===== config.mk =====
export PLATFORM = sky130hd
export DESIGN_NAME = mem_arbiter_flat
export DESIGN_NICKNAME = d
export VERILOG_FILES = /design/src/rtl/mem_arbiter_pkg.sv /design/src/rtl/mem_arbiter_if.sv /design/src/rtl/mem_arbiter.sv /design/src/flat_wrapper.sv
export SDC_FILE = /design/constraint.sdc
export NUM_CORES = 1
export LEC_CHECK = 0
export CAP_MARGIN = 10
export CORE_MARGIN = 2
export CORE_UTILIZATION = 53
export CTS_CLUSTER_DIAMETER = 200
export DETAILED_ROUTE_END_ITERATION = 12
export PLACE_DENSITY = 0.85
export SLEW_MARGIN = 20
export SYNTH_ARGS = -nofsm -noshare
export SYNTH_HDL_FRONTEND = slang
export SYNTH_SLANG_ARGS = --single-unit

===== constraint.sdc =====
create_clock -name clk_in -period 8.1 [get_ports clk_in]
set_input_delay 0.81 -clock clk_in [delete_from_list [all_inputs] [get_ports clk_in]]
set_output_delay 0.81 -clock clk_in [all_outputs]
set_load 0.05 [all_outputs]

===== src/rtl/mem_arbiter_pkg.sv =====
// mem_arbiter_pkg
//   Shared types and helpers for the RAM-port arbiter:
//   - state_e  : arbiter FSM states (IDLE / READ / WRITE)
//   - owner_e  : which requester owns the current transaction (IF / LS)
//   - SIZE_*   : load/store size codes (bytes-1)
//   - byte_of  : extract byte k of a 32-bit little-endian word
//   - put_byte : replace byte k of a 32-bit little-endian word
package mem_arbiter_pkg;

    typedef enum logic [1:0] {
        ST_IDLE  = 2'd0,
        ST_READ  = 2'd1,
        ST_WRITE = 2'd2
    } state_e;

    typedef enum logic {
        OWN_IF = 1'b0,
        OWN_LS = 1'b1
    } owner_e;

    localparam logic [1:0] SIZE_BYTE = 2'd0;
    localparam logic [1:0] SIZE_HALF = 2'd1;
    localparam logic [1:0] SIZE_WORD = 2'd3;

    function automatic logic [7:0] byte_of(input logic [31:0] w, input logic [1:0] k);
        case (k)
            2'd0:    return w[7:0];
            2'd1:    return w[15:8];
            2'd2:    return w[23:16];
            default: return w[31:24];
        endcase
    endfunction

    function automatic logic [31:0] put_byte(input logic [31:0] w, input logic [1:0] k,
                                             input logic [7:0] b);
        logic [31:0] r;
        r = w;
        case (k)
            2'd0:    r[7:0]   = b;
            2'd1:    r[15:8]  = b;
            2'd2:    r[23:16] = b;
            default: r[31:24] = b;
        endcase
        return r;
    endfunction

endpackage


===== src/rtl/mem_arbiter_if.sv =====
// mem_arbiter_if
//   Bundles the fetch port, the load/store port and the byte-wide RAM port.
//   modport slave  : the arbiter's view (takes requests + RAM read byte, drives done/data + RAM bus)
//   modport master : the environment's view (requesters, RAM, UART status)
//   Signals:
//     if_req/if_addr -> if_done/if_data            instruction fetch (one 32-bit word)
//     ls_req/ls_wr/ls_size/ls_addr/ls_wdata -> ls_done/ls_rdata   1/2/4-byte load/store
//     mem_din (RAM read byte), mem_dout/mem_a/mem_wr (RAM write byte, address, write strobe)
//     io_buffer_full                               UART output buffer full
interface mem_arbiter_if;
    import mem_arbiter_pkg::*;

    logic        if_req;
    logic [31:0] if_addr;
    logic        if_done;
    logic [31:0] if_data;

    logic        ls_req;
    logic        ls_wr;
    logic [1:0]  ls_size;
    logic [31:0] ls_addr;
    logic [31:0] ls_wdata;
    logic        ls_done;
    logic [31:0] ls_rdata;

    logic [7:0]  mem_din;
    logic [7:0]  mem_dout;
    logic [31:0] mem_a;
    logic        mem_wr;
    logic        io_buffer_full;

    modport slave (
        input  if_req, if_addr, ls_req, ls_wr, ls_size, ls_addr, ls_wdata, mem_din, io_buffer_full,
        output if_done, if_data, ls_done, ls_rdata, mem_dout, mem_a, mem_wr
    );

    modport master (
        output if_req, if_addr, ls_req, ls_wr, ls_size, ls_addr, ls_wdata, mem_din, io_buffer_full,
        input  if_done, if_data, ls_done, ls_rdata, mem_dout, mem_a, mem_wr
    );

endinterface


===== src/rtl/mem_arbiter.sv =====
// mem_arbiter
//   Sole owner of the 8-bit RAM port. Grants either the instruction-fetch path
//   (4-byte refill) or the load/store buffer (1/2/4-byte access), serialises the
//   access into byte beats and returns a one-cycle done pulse with assembled data.
// Ports:
//   clk_in    system clock
//   rst_in    synchronous active-high reset
//   rdy_in    low = pause, every register holds
//   rollback  pipeline flush: aborts reads, suppresses grant in IDLE; writes complete
//   bus       mem_arbiter_if.slave (fetch port, load/store port, RAM port, io_buffer_full)
// Build option:
//   IO_STALL_EN  when defined, writes at or above IO_ADDR_BASE are neither granted
//                nor advanced while io_buffer_full is high. When undefined,
//                io_buffer_full is ignored and IO addresses behave as RAM.
module mem_arbiter
    import mem_arbiter_pkg::*;
#(
    parameter logic [31:0] IO_ADDR_BASE = 32'h0003_0000
) (
    input  logic          clk_in,
    input  logic          rst_in,
    input  logic          rdy_in,
    input  logic          rollback,
    mem_arbiter_if.slave  bus
);

    state_e      state_q, state_d;
    owner_e      owner_q, owner_d;
    logic [2:0]  beat_q, beat_d;     // beats addressed/issued so far
    logic [2:0]  last_q, last_d;     // index of final byte (N-1)
    logic [31:0] base_q, base_d;
    logic [31:0] wdata_q, wdata_d;
    logic        starve_q, starve_d; // IF lost the previous contested grant
    logic [31:0] mem_a_q, mem_a_d;
    logic        mem_wr_q, mem_wr_d;
    logic [7:0]  mem_dout_q, mem_dout_d;
    logic        if_done_q, if_done_d;
    logic        ls_done_q, ls_done_d;
    logic [31:0] if_data_q, if_data_d;
    logic [31:0] ls_rdata_q, ls_rdata_d;

    logic        io_grant_block;
    logic        io_beat_block;
    logic        ls_ok;
    logic        pick_if;

`ifdef IO_STALL_EN
    assign io_grant_block = bus.ls_wr && (bus.ls_addr >= IO_ADDR_BASE) && bus.io_buffer_full;
    assign io_beat_block  = ((base_q + 32'(beat_q)) >= IO_ADDR_BASE) && bus.io_buffer_full;
`else
    // io_buffer_full and IO_ADDR_BASE have no effect in this build.
    logic unused_io;
    assign unused_io      = bus.io_buffer_full ^ (|IO_ADDR_BASE);
    assign io_grant_block = 1'b0;
    assign io_beat_block  = 1'b0;
`endif

    // LS normally wins; IF wins a contested grant right after losing one.
    assign ls_ok   = bus.ls_req && !io_grant_block;
    assign pick_if = bus.if_req && (!ls_ok || starve_q);

    always_comb begin
        state_d    = state_q;
        owner_d    = owner_q;
        beat_d     = beat_q;
        last_d     = last_q;
        base_d     = base_q;
        wdata_d    = wdata_q;
        starve_d   = starve_q;
        mem_a_d    = mem_a_q;
        mem_wr_d   = 1'b0;
        mem_dout_d = mem_dout_q;
        if_done_d  = 1'b0;
        ls_done_d  = 1'b0;
        if_data_d  = if_data_q;
        ls_rdata_d = ls_rdata_q;

        case (state_q)
            ST_IDLE: begin
                if (!rollback && (ls_ok || bus.if_req)) begin
                    starve_d = !pick_if && bus.if_req;
                    beat_d   = 3'd1;
                    if (pick_if) begin
                        owner_d = OWN_IF;
                        base_d  = bus.if_addr;
                        mem_a_d = bus.if_addr;
                        last_d  = 3'd3;
                        state_d = ST_READ;
                    end else begin
                        owner_d    = OWN_LS;
                        base_d     = bus.ls_addr;
                        mem_a_d    = bus.ls_addr;
                        last_d     = {1'b0, bus.ls_size};
                        wdata_d    = bus.ls_wdata;
                        ls_rdata_d = '0;   // unused upper bytes read back as zero
                        if (bus.ls_wr) begin
                            state_d    = ST_WRITE;
                            mem_wr_d   = 1'b1;
                            mem_dout_d = bus.ls_wdata[7:0];
                        end else begin
                            state_d = ST_READ;
                        end
                    end
                end
            end

            ST_READ: begin
                if (rollback) begin
                    state_d = ST_IDLE;
                end else begin
                    // mem_din belongs to the address driven on the previous edge.
                    if (owner_q == OWN_IF)
                        if_data_d = put_byte(if_data_q, 2'(beat_q - 3'd1), bus.mem_din);
                    else
                        ls_rdata_d = put_byte(ls_rdata_q, 2'(beat_q - 3'd1), bus.mem_din);
                    if (beat_q == last_q + 3'd1) begin
                        state_d   = ST_IDLE;
                        if_done_d = (owner_q == OWN_IF);
                        ls_done_d = (owner_q == OWN_LS);
                    end else begin
                        mem_a_d = base_q + 32'(beat_q);
                        beat_d  = beat_q + 3'd1;
                    end
                end
            end

            ST_WRITE: begin
                // Writes are committed: rollback does not interrupt them.
                if (beat_q == last_q + 3'd1) begin
                    state_d   = ST_IDLE;
                    ls_done_d = 1'b1;
                end else if (!io_beat_block) begin
                    mem_wr_d   = 1'b1;
                    mem_a_d    = base_q + 32'(beat_q);
                    mem_dout_d = byte_of(wdata_q, beat_q[1:0]);
                    beat_d     = beat_q + 3'd1;
                end
            end

            default: state_d = ST_IDLE;
        endcase
    end

    always_ff @(posedge clk_in) begin
        if (rst_in) begin
            state_q    <= ST_IDLE;
            beat_q     <= '0;
            starve_q   <= 1'b0;
            mem_a_q    <= '0;
            mem_wr_q   <= 1'b0;
            mem_dout_q <= '0;
            if_done_q  <= 1'b0;
            ls_done_q  <= 1'b0;
            if_data_q  <= '0;
            ls_rdata_q <= '0;
        end else if (rdy_in) begin
            state_q    <= state_d;
            beat_q     <= beat_d;
            starve_q   <= starve_d;
            mem_a_q    <= mem_a_d;
            mem_wr_q   <= mem_wr_d;
            mem_dout_q <= mem_dout_d;
            if_done_q  <= if_done_d;
            ls_done_q  <= ls_done_d;
            if_data_q  <= if_data_d;
            ls_rdata_q <= ls_rdata_d;
        end
    end

    // Transaction descriptor: only meaningful after a grant, so no reset.
    always_ff @(posedge clk_in) begin
        if (rdy_in) begin
            owner_q <= owner_d;
            last_q  <= last_d;
            base_q  <= base_d;
            wdata_q <= wdata_d;
        end
    end

    assign bus.mem_a    = mem_a_q;
    assign bus.mem_wr   = mem_wr_q;
    assign bus.mem_dout = mem_dout_q;
    assign bus.if_done  = if_done_q;
    assign bus.if_data  = if_data_q;
    assign bus.ls_done  = ls_done_q;
    assign bus.ls_rdata = ls_rdata_q;

endmodule

===== src/flat_wrapper.sv =====
// flat-port wrapper written by rule: the top's interface ports become plain ports
module mem_arbiter_flat import mem_arbiter_pkg::*;
#(
    parameter logic [31:0] IO_ADDR_BASE = 32'h0003_0000
)
  (clk_in, rst_in, rdy_in, rollback, bus_if_req, bus_if_addr, bus_ls_req, bus_ls_wr, bus_ls_size, bus_ls_addr, bus_ls_wdata, bus_mem_din, bus_io_buffer_full, bus_if_done, bus_if_data, bus_ls_done, bus_ls_rdata, bus_mem_dout, bus_mem_a, bus_mem_wr);
  mem_arbiter_if bus_i ();
  input  logic clk_in;
  input  logic rst_in;
  input  logic rdy_in;
  input  logic rollback;
  input wire logic [$bits(bus_i.if_req)-1:0] bus_if_req;
  input wire logic [$bits(bus_i.if_addr)-1:0] bus_if_addr;
  input wire logic [$bits(bus_i.ls_req)-1:0] bus_ls_req;
  input wire logic [$bits(bus_i.ls_wr)-1:0] bus_ls_wr;
  input wire logic [$bits(bus_i.ls_size)-1:0] bus_ls_size;
  input wire logic [$bits(bus_i.ls_addr)-1:0] bus_ls_addr;
  input wire logic [$bits(bus_i.ls_wdata)-1:0] bus_ls_wdata;
  input wire logic [$bits(bus_i.mem_din)-1:0] bus_mem_din;
  input wire logic [$bits(bus_i.io_buffer_full)-1:0] bus_io_buffer_full;
  output wire logic [$bits(bus_i.if_done)-1:0] bus_if_done;
  output wire logic [$bits(bus_i.if_data)-1:0] bus_if_data;
  output wire logic [$bits(bus_i.ls_done)-1:0] bus_ls_done;
  output wire logic [$bits(bus_i.ls_rdata)-1:0] bus_ls_rdata;
  output wire logic [$bits(bus_i.mem_dout)-1:0] bus_mem_dout;
  output wire logic [$bits(bus_i.mem_a)-1:0] bus_mem_a;
  output wire logic [$bits(bus_i.mem_wr)-1:0] bus_mem_wr;
  assign bus_i.if_req = bus_if_req;
  assign bus_i.if_addr = bus_if_addr;
  assign bus_i.ls_req = bus_ls_req;
  assign bus_i.ls_wr = bus_ls_wr;
  assign bus_i.ls_size = bus_ls_size;
  assign bus_i.ls_addr = bus_ls_addr;
  assign bus_i.ls_wdata = bus_ls_wdata;
  assign bus_i.mem_din = bus_mem_din;
  assign bus_i.io_buffer_full = bus_io_buffer_full;
  assign bus_if_done = bus_i.if_done;
  assign bus_if_data = bus_i.if_data;
  assign bus_ls_done = bus_i.ls_done;
  assign bus_ls_rdata = bus_i.ls_rdata;
  assign bus_mem_dout = bus_i.mem_dout;
  assign bus_mem_a = bus_i.mem_a;
  assign bus_mem_wr = bus_i.mem_wr;
  mem_arbiter #(.IO_ADDR_BASE(IO_ADDR_BASE)) u_core (.clk_in(clk_in), .rst_in(rst_in), .rdy_in(rdy_in), .rollback(rollback), .bus(bus_i));
endmodule

Yosys cells after proc, flatten, opt, wreduce, memory -nomap -nowiden
Index checks and enable logic that the tools add are counted.
{"block": "word_totals", "reg_bits": 181, "latchBits": 0, "ramBits": 0, "mem_bits_ro": 0, "input_bits": 114, "output_inout_bits": 107, "elab_cells": 117, "memories": 0}
{"block": "op_classes", "n_addsub": 4, "multipliers": 0, "div_mod_pow": 0, "magnitude_cmp": 0, "eq_ne": 17, "n_shift": 0, "n_mux": 43, "bitwise_logic": 4, "reduce_logical": 28}
{"cell": "$mux W32", "n": 8}
{"cell": "$pmux W32 S3", "n": 1}
{"cell": "$mux W8", "n": 8}
{"cell": "$pmux W32 S2", "n": 1}
{"cell": "$add A32 B3 Y32", "n": 1}
{"cell": "$reduce_and A7 Y1", "n": 4}
{"cell": "$pmux W8 S3", "n": 1}
{"cell": "$reduce_and A5 Y1", "n": 4}
{"cell": "$ne A2 B2 Y1 const B", "n": 8}
{"cell": "$pmux W8 S2", "n": 1}
{"cell": "$mux W1", "n": 11}
{"cell": "$mux W2", "n": 5}
{"cell": "$mux W3", "n": 3}
{"cell": "$pmux W3 S3", "n": 1}
{"cell": "$reduce_and A4 Y1", "n": 2}
{"cell": "$add A3 B1 Y3 const B", "n": 2}
{"cell": "$eq A2 B1 Y1 const B", "n": 3}
{"cell": "$eq A2 B2 Y1 const B", "n": 3}
{"cell": "$logic_not A2 Y1", "n": 3}
{"cell": "$pmux W2 S3", "n": 1}
{"cell": "$reduce_and A6 Y1", "n": 1}
{"cell": "$ne A2 B1 Y1 const B", "n": 2}
{"cell": "$not A1 Y1", "n": 4}
{"cell": "$pmux W1 S2", "n": 2}
{"cell": "other kinds (10)", "n": 16}

Longest topological paths before layout
{"block": "depth", "word_depth": 7, "ltp_mapped": 9, "depth_no_buf": 7}

Worst setup path after synthesis
No wires, ideal clock.
{"block": "synth_path", "path_kind": "input to register", "from": "input port rdy_in", "to": "register u_core.wdata_q[0], enable pin", "setup_time_ns": 0.433, "t_arrival_ns": 3.019, "required_ns": 7.667, "slack_ns": 4.647, "cell_stages": 3, "path_buffers": 1, "path_cell_list": "clkbuf_1 > nand3_1 > a21oi_1"}
{"block": "synth_between", "elab_chain_cells": 1}
{"item": "start: declaration", "line_no": "flat_wrapper.sv:10", "rtl": "input logic rdy_in;"}
{"item": "$reduce_and A4 Y1 (no source line)"}
{"item": "end signal: assignment", "line_no": "mem_arbiter.sv:176", "rtl": "wdata_q <= wdata_d;"}
{"item": "end: declaration", "line_no": "mem_arbiter.sv:32", "rtl": "logic [31:0] wdata_q, wdata_d;"}
No other way between the ends.
A chain may end at the register's enable or synchronous reset.

Worst setup path after layout
{"block": "layout_path", "from": "input port bus_if_req", "to": "register u_core.mem_a_q[14], in the netlist u_core.bus.mem_a[14]"}
{"block": "layout_between", "elab_chain_cells": 4, "elab_cells_between_ends": 8, "cone_classes": "1 x eq/ne; 3 x mux; 4 x reduce/logical"}
{"item": "start: declaration", "line_no": "flat_wrapper.sv:12", "rtl": "input wire logic [$bits(bus_i.if_req)-1:0] bus_if_req;"}
{"item": "$logic_and A1 B1 Y1 / $logic_or A1 B1 Y1 (equally long branches)", "line_no": "mem_arbiter.sv:60, mem_arbiter.sv:80"}
{"item": "$mux W32 / $logic_and A1 B1 Y1 (equally long branches)", "line_no": "mem_arbiter.sv:83, mem_arbiter.sv:80"}
{"item": "$mux W32 / $ne A2 B1 Y1 (equally long branches)"}
{"item": "$pmux W32 S3 / $reduce_and A4 Y1 (equally long branches)"}
{"item": "end signal: assignment", "line_no": "mem_arbiter.sv:160", "rtl": "mem_a_q <= mem_a_d;"}
{"item": "end: declaration", "line_no": "mem_arbiter.sv:34", "rtl": "logic [31:0] mem_a_q, mem_a_d;"}
Parallel ways exist; a longest one is shown, timed or not. The select of a mux whose other input is x is not followed.

==> reports/results.tsv <==
stage	metric	value	unit
die	fp.dieH	129	µm
finish	utilization	73.2	%
placement	portBuffers	219	
timing	slew_headroom	30.4	%
grt	grt_usage	27.8	%
power_and_ir_drop	combPwrFrac	15.7	%
finish	area_growth	34.7	%
finish	multiInputGateArea	3700	µm²
run_status	status	complete, no violations	
logic_synthesis	yosysWarnings	0	
finish	nFillCells	1073	
grt	grt_max_degree	84	
routing	ant_nets	0	
finish	layout.nets	1134	
grt	grt_antenna_before_repair	0	
routing	drtIter0Drc	689	
die	die_x	129	µm
timing	hold_viol_final	0	
logic_synthesis	synth_cell_types	71	
worst_setup_path	startpoint_type	primary input	
logic_synthesis	netlist_area	8260	µm²
timing	finalCritPeriodShare	42.9	%
flow_run	maxCapViolCount	0	
power_and_ir_drop	power_leakage	4.13	nW
routing	vias	7304	
min_path	min_path_cells	2	
grt	grt_pass1_wl	35900	µm
min_path	min-delay-path-class	register to register	
clock_tree	cts_resized	0	
power_and_ir_drop	power.internal	1.51	mW
timing	finalSetupViolations	0	
clock_tree	cts_hold_buf	0	
logic_synthesis	synth_cells	808	
clock_tree	clockRootBuffer	clkbuf_16	
placement	place_congestion	0.889	
grt	grt_pass1_vias	6899	
logic_synthesis	ys_seq_elements	180	
logic_synthesis	synth-main-ff-cell	dfxtp_1	
timing	slew_violations	0	
clock_tree	clock-sinks	180	
clock_tree	cts_tree	yes	
power_and_ir_drop	seqPwrFrac	47.3	%
power_and_ir_drop	powerDensity	189	nW/µm²
worst_setup_path	critical_path_arrival	3.77	ns
die	rows	45	
die	core	15200	µm²
routing	drc	0	
worst_setup_path	cp_max_fo	21	
logic_synthesis	post_synth.cell_area_avg	10.2	µm²
logic_synthesis	synth.yosys.seq_area_share	51.7	%
clock_tree	clock_latency	0.44	ns
worst_setup_path	critPathLaunch	bus_if_req	
finish	drive_gt1_share	8.26	%
power_and_ir_drop	power.share.clock	36.9	%
die	start_util	54.3	%
logic_synthesis	syn_nets	938	
routing	drtPass1Iterations	6	
worst_setup_path	criticalPathCategory	primary input to register	
timing	tightest_slew	1.04	ns
power_and_ir_drop	peakVddDrop	0.164	mV
placement	dp_hpwl	16200	µm
timing	min_period	3.48	ns
die	dieArea	16600	µm²
die	io_pins	221	
timing	tns	0	ns
grt	overflow	0	
worst_setup_path	critical_path_required	8.39	ns
clock_tree	htree_levels	4	
logic_synthesis	synthArstFlopShare	0	%
clock_tree	cts_buffer_depth	2	
timing	rsz0062_at_grt	false	
timing	finClkSkew	0.0108	ns
finish	diodes	0	
worst_setup_path	end_kind	register	
clock_tree	path_clk_slew	0.07	ns
routing	detail_route.vias_per_cell	6.06	
clock_tree	post_cts_buffers	0	
clock_tree	cts_buffers	17	
power_and_ir_drop	p_sw_share	28.1	%
timing	max_freq	288	MHz
logic_synthesis	synth-edff-count	67	
worst_setup_path	ff2ff_path_depth	8	
power_and_ir_drop	p_sw	0.591	mW
routing	drt_wl_total	23400	µm
worst_setup_path	r2r-start	u_core.state_q[0]	
min_path	hold_start	u_core.bus.if_data[10]	
routing	post_drt_wl_per_cell	19.4	µm
finish	seqCellArea	4270	µm²
## registers in the layout, indices dropped and copies added (netlist names)
| signal | cells |
|---|---|
| u_core.base_q | 32 |
| u_core.bus.if_data | 32 |
| u_core.bus.ls_rdata | 32 |
| u_core.bus.mem_a | 32 |
| u_core.wdata_q | 32 |
| u_core.bus.mem_dout | 8 |
| u_core.beat_q | 3 |
| u_core.last_q | 2 |
| u_core.state_q | 2 |
| u_core.bus.if_done | 1 |
| u_core.bus.ls_done | 1 |
| u_core.bus.mem_wr | 1 |
| u_core.owner_q | 1 |
| u_core.starve_q | 1 |
## Yosys cell counts (9+ instances only)
| cell type | instances | share of area, % |
|---|---|---|
| nand4_1 | 12 | 0.91 |
| nor2_1 | 56 | 2.5 |
| inv_1 | 28 | 1.3 |
| dfxtp_1 | 113 | 27 |
| nand3_1 | 46 | 2.8 |
| edfxtp_1 | 67 | 24 |
| a22oi_1 | 9 | 0.82 |
| and2_1 | 10 | 0.76 |
| xnor2_1 | 13 | 1.4 |
| a21oi_1 | 68 | 4.1 |
| clkbuf_1 | 27 | 1.2 |
| and3_1 | 10 | 0.76 |
| o21ai_0 | 22 | 1.3 |
| mux2i_1 | 43 | 5.2 |
| nor3_1 | 10 | 0.61 |
| xor2_1 | 16 | 1.7 |
| mux2_2 | 16 | 2.2 |
| buf_2 | 14 | 0.85 |
| ha_1 | 15 | 2.3 |
| nand2_1 | 81 | 3.7 |
## metrics by stage
| stage | power, mW | instance area [µm²] | worst slack, ns | cells | hold slack, ns |
|---|---|---|---|---|---|
| finish | 2.11 | 11100 | 4.62 | 1205 | 0.455 |
| global route | 2.17 | 11100 | 4.40 | 1205 | 0.471 |
| CTS | 2.11 | 11100 | 4.67 | 1203 | 0.455 |
| detailed placement | 1.34 | 10500 | 4.24 | 1171 | 0.446 |
| global placement | 1.34 | 10500 | 4.32 | 1171 | 0.442 |
| floorplan | 1.21 | 8260 | 4.65 | 808 | 0.465 |
## layout make-up
cell class | instances | share of cell area, %
Timing Repair Buffer | 225 | 20.3
Clock inverter | 15 | 1.11
Inverter | 30 | 1.01
Clock buffer | 17 | 3.82
Multi-Input combinational cell | 550 | 33.2
Sequential cell | 180 | 38.4
Tap cell | 188 | 2.11
## power by group through the flow
stage | combinational [mW] | clock (mW) | sequential, mW
floorplan | 0.137 | 0 | 1.07
global placement | 0.321 | 0 | 1.02
detailed placement | 0.325 | 0 | 1.02
CTS | 0.327 | 0.783 | 0.996
global route | 0.351 | 0.821 | 1.00
finish | 0.331 | 0.778 | 0.997
## final timing paths
kind	endpoint	slack (ns)
worst min-delay path	u_core.bus.if_data[10]	0.46
worst max-delay path	u_core.bus.mem_a[14]	4.62
worst max register to register	u_core.bus.mem_a[14]	4.82
worst min register to register	u_core.bus.if_data[10]	0.46
## routing by layer
layer  GRT usage, %  up-vias  routed length (µm)
met1           35.5     3491                9380
met4           9.21        0                 463
met3           6.78       52                2040
li1               -     3375                   -
met5              0        -                   0
met2           46.5      386               11500
## kinds of logic after synthesis
logic type	synth area share, %
and+or+nand+nor	15.4
AOI/OAI and AO/OA	16.0
adders and majority gates	2.51
buffers and inverters	3.82
DFF	51.7
xor gates and xnor gates	3.07
muxes	7.39
## placed cells by master (no fill, tap or decap), drive strengths merged, types with 15 or more instances in the layout
cell and n:
a21oi 68, clkbuf 17, clkdlybuf4s50 218, dfxtp 113
edfxtp 67, ha 15, inv 36, mux2 16
mux2i 43, nand2 82, nand3 50, nor2 57
o21ai 23, xor2 16
## worst max-delay path, stage by stage
cell,delay [ns]
clkdlybuf4s50_1,0.93
o21ba_2,0.26
nand3_1,0.30
inv_1,0.65
buf_4,0.42
a31oi_1,0.14
o221ai_1,0.19
a31oi_1,0.06
No activity file was read; power rests on OpenSTA's default activity.
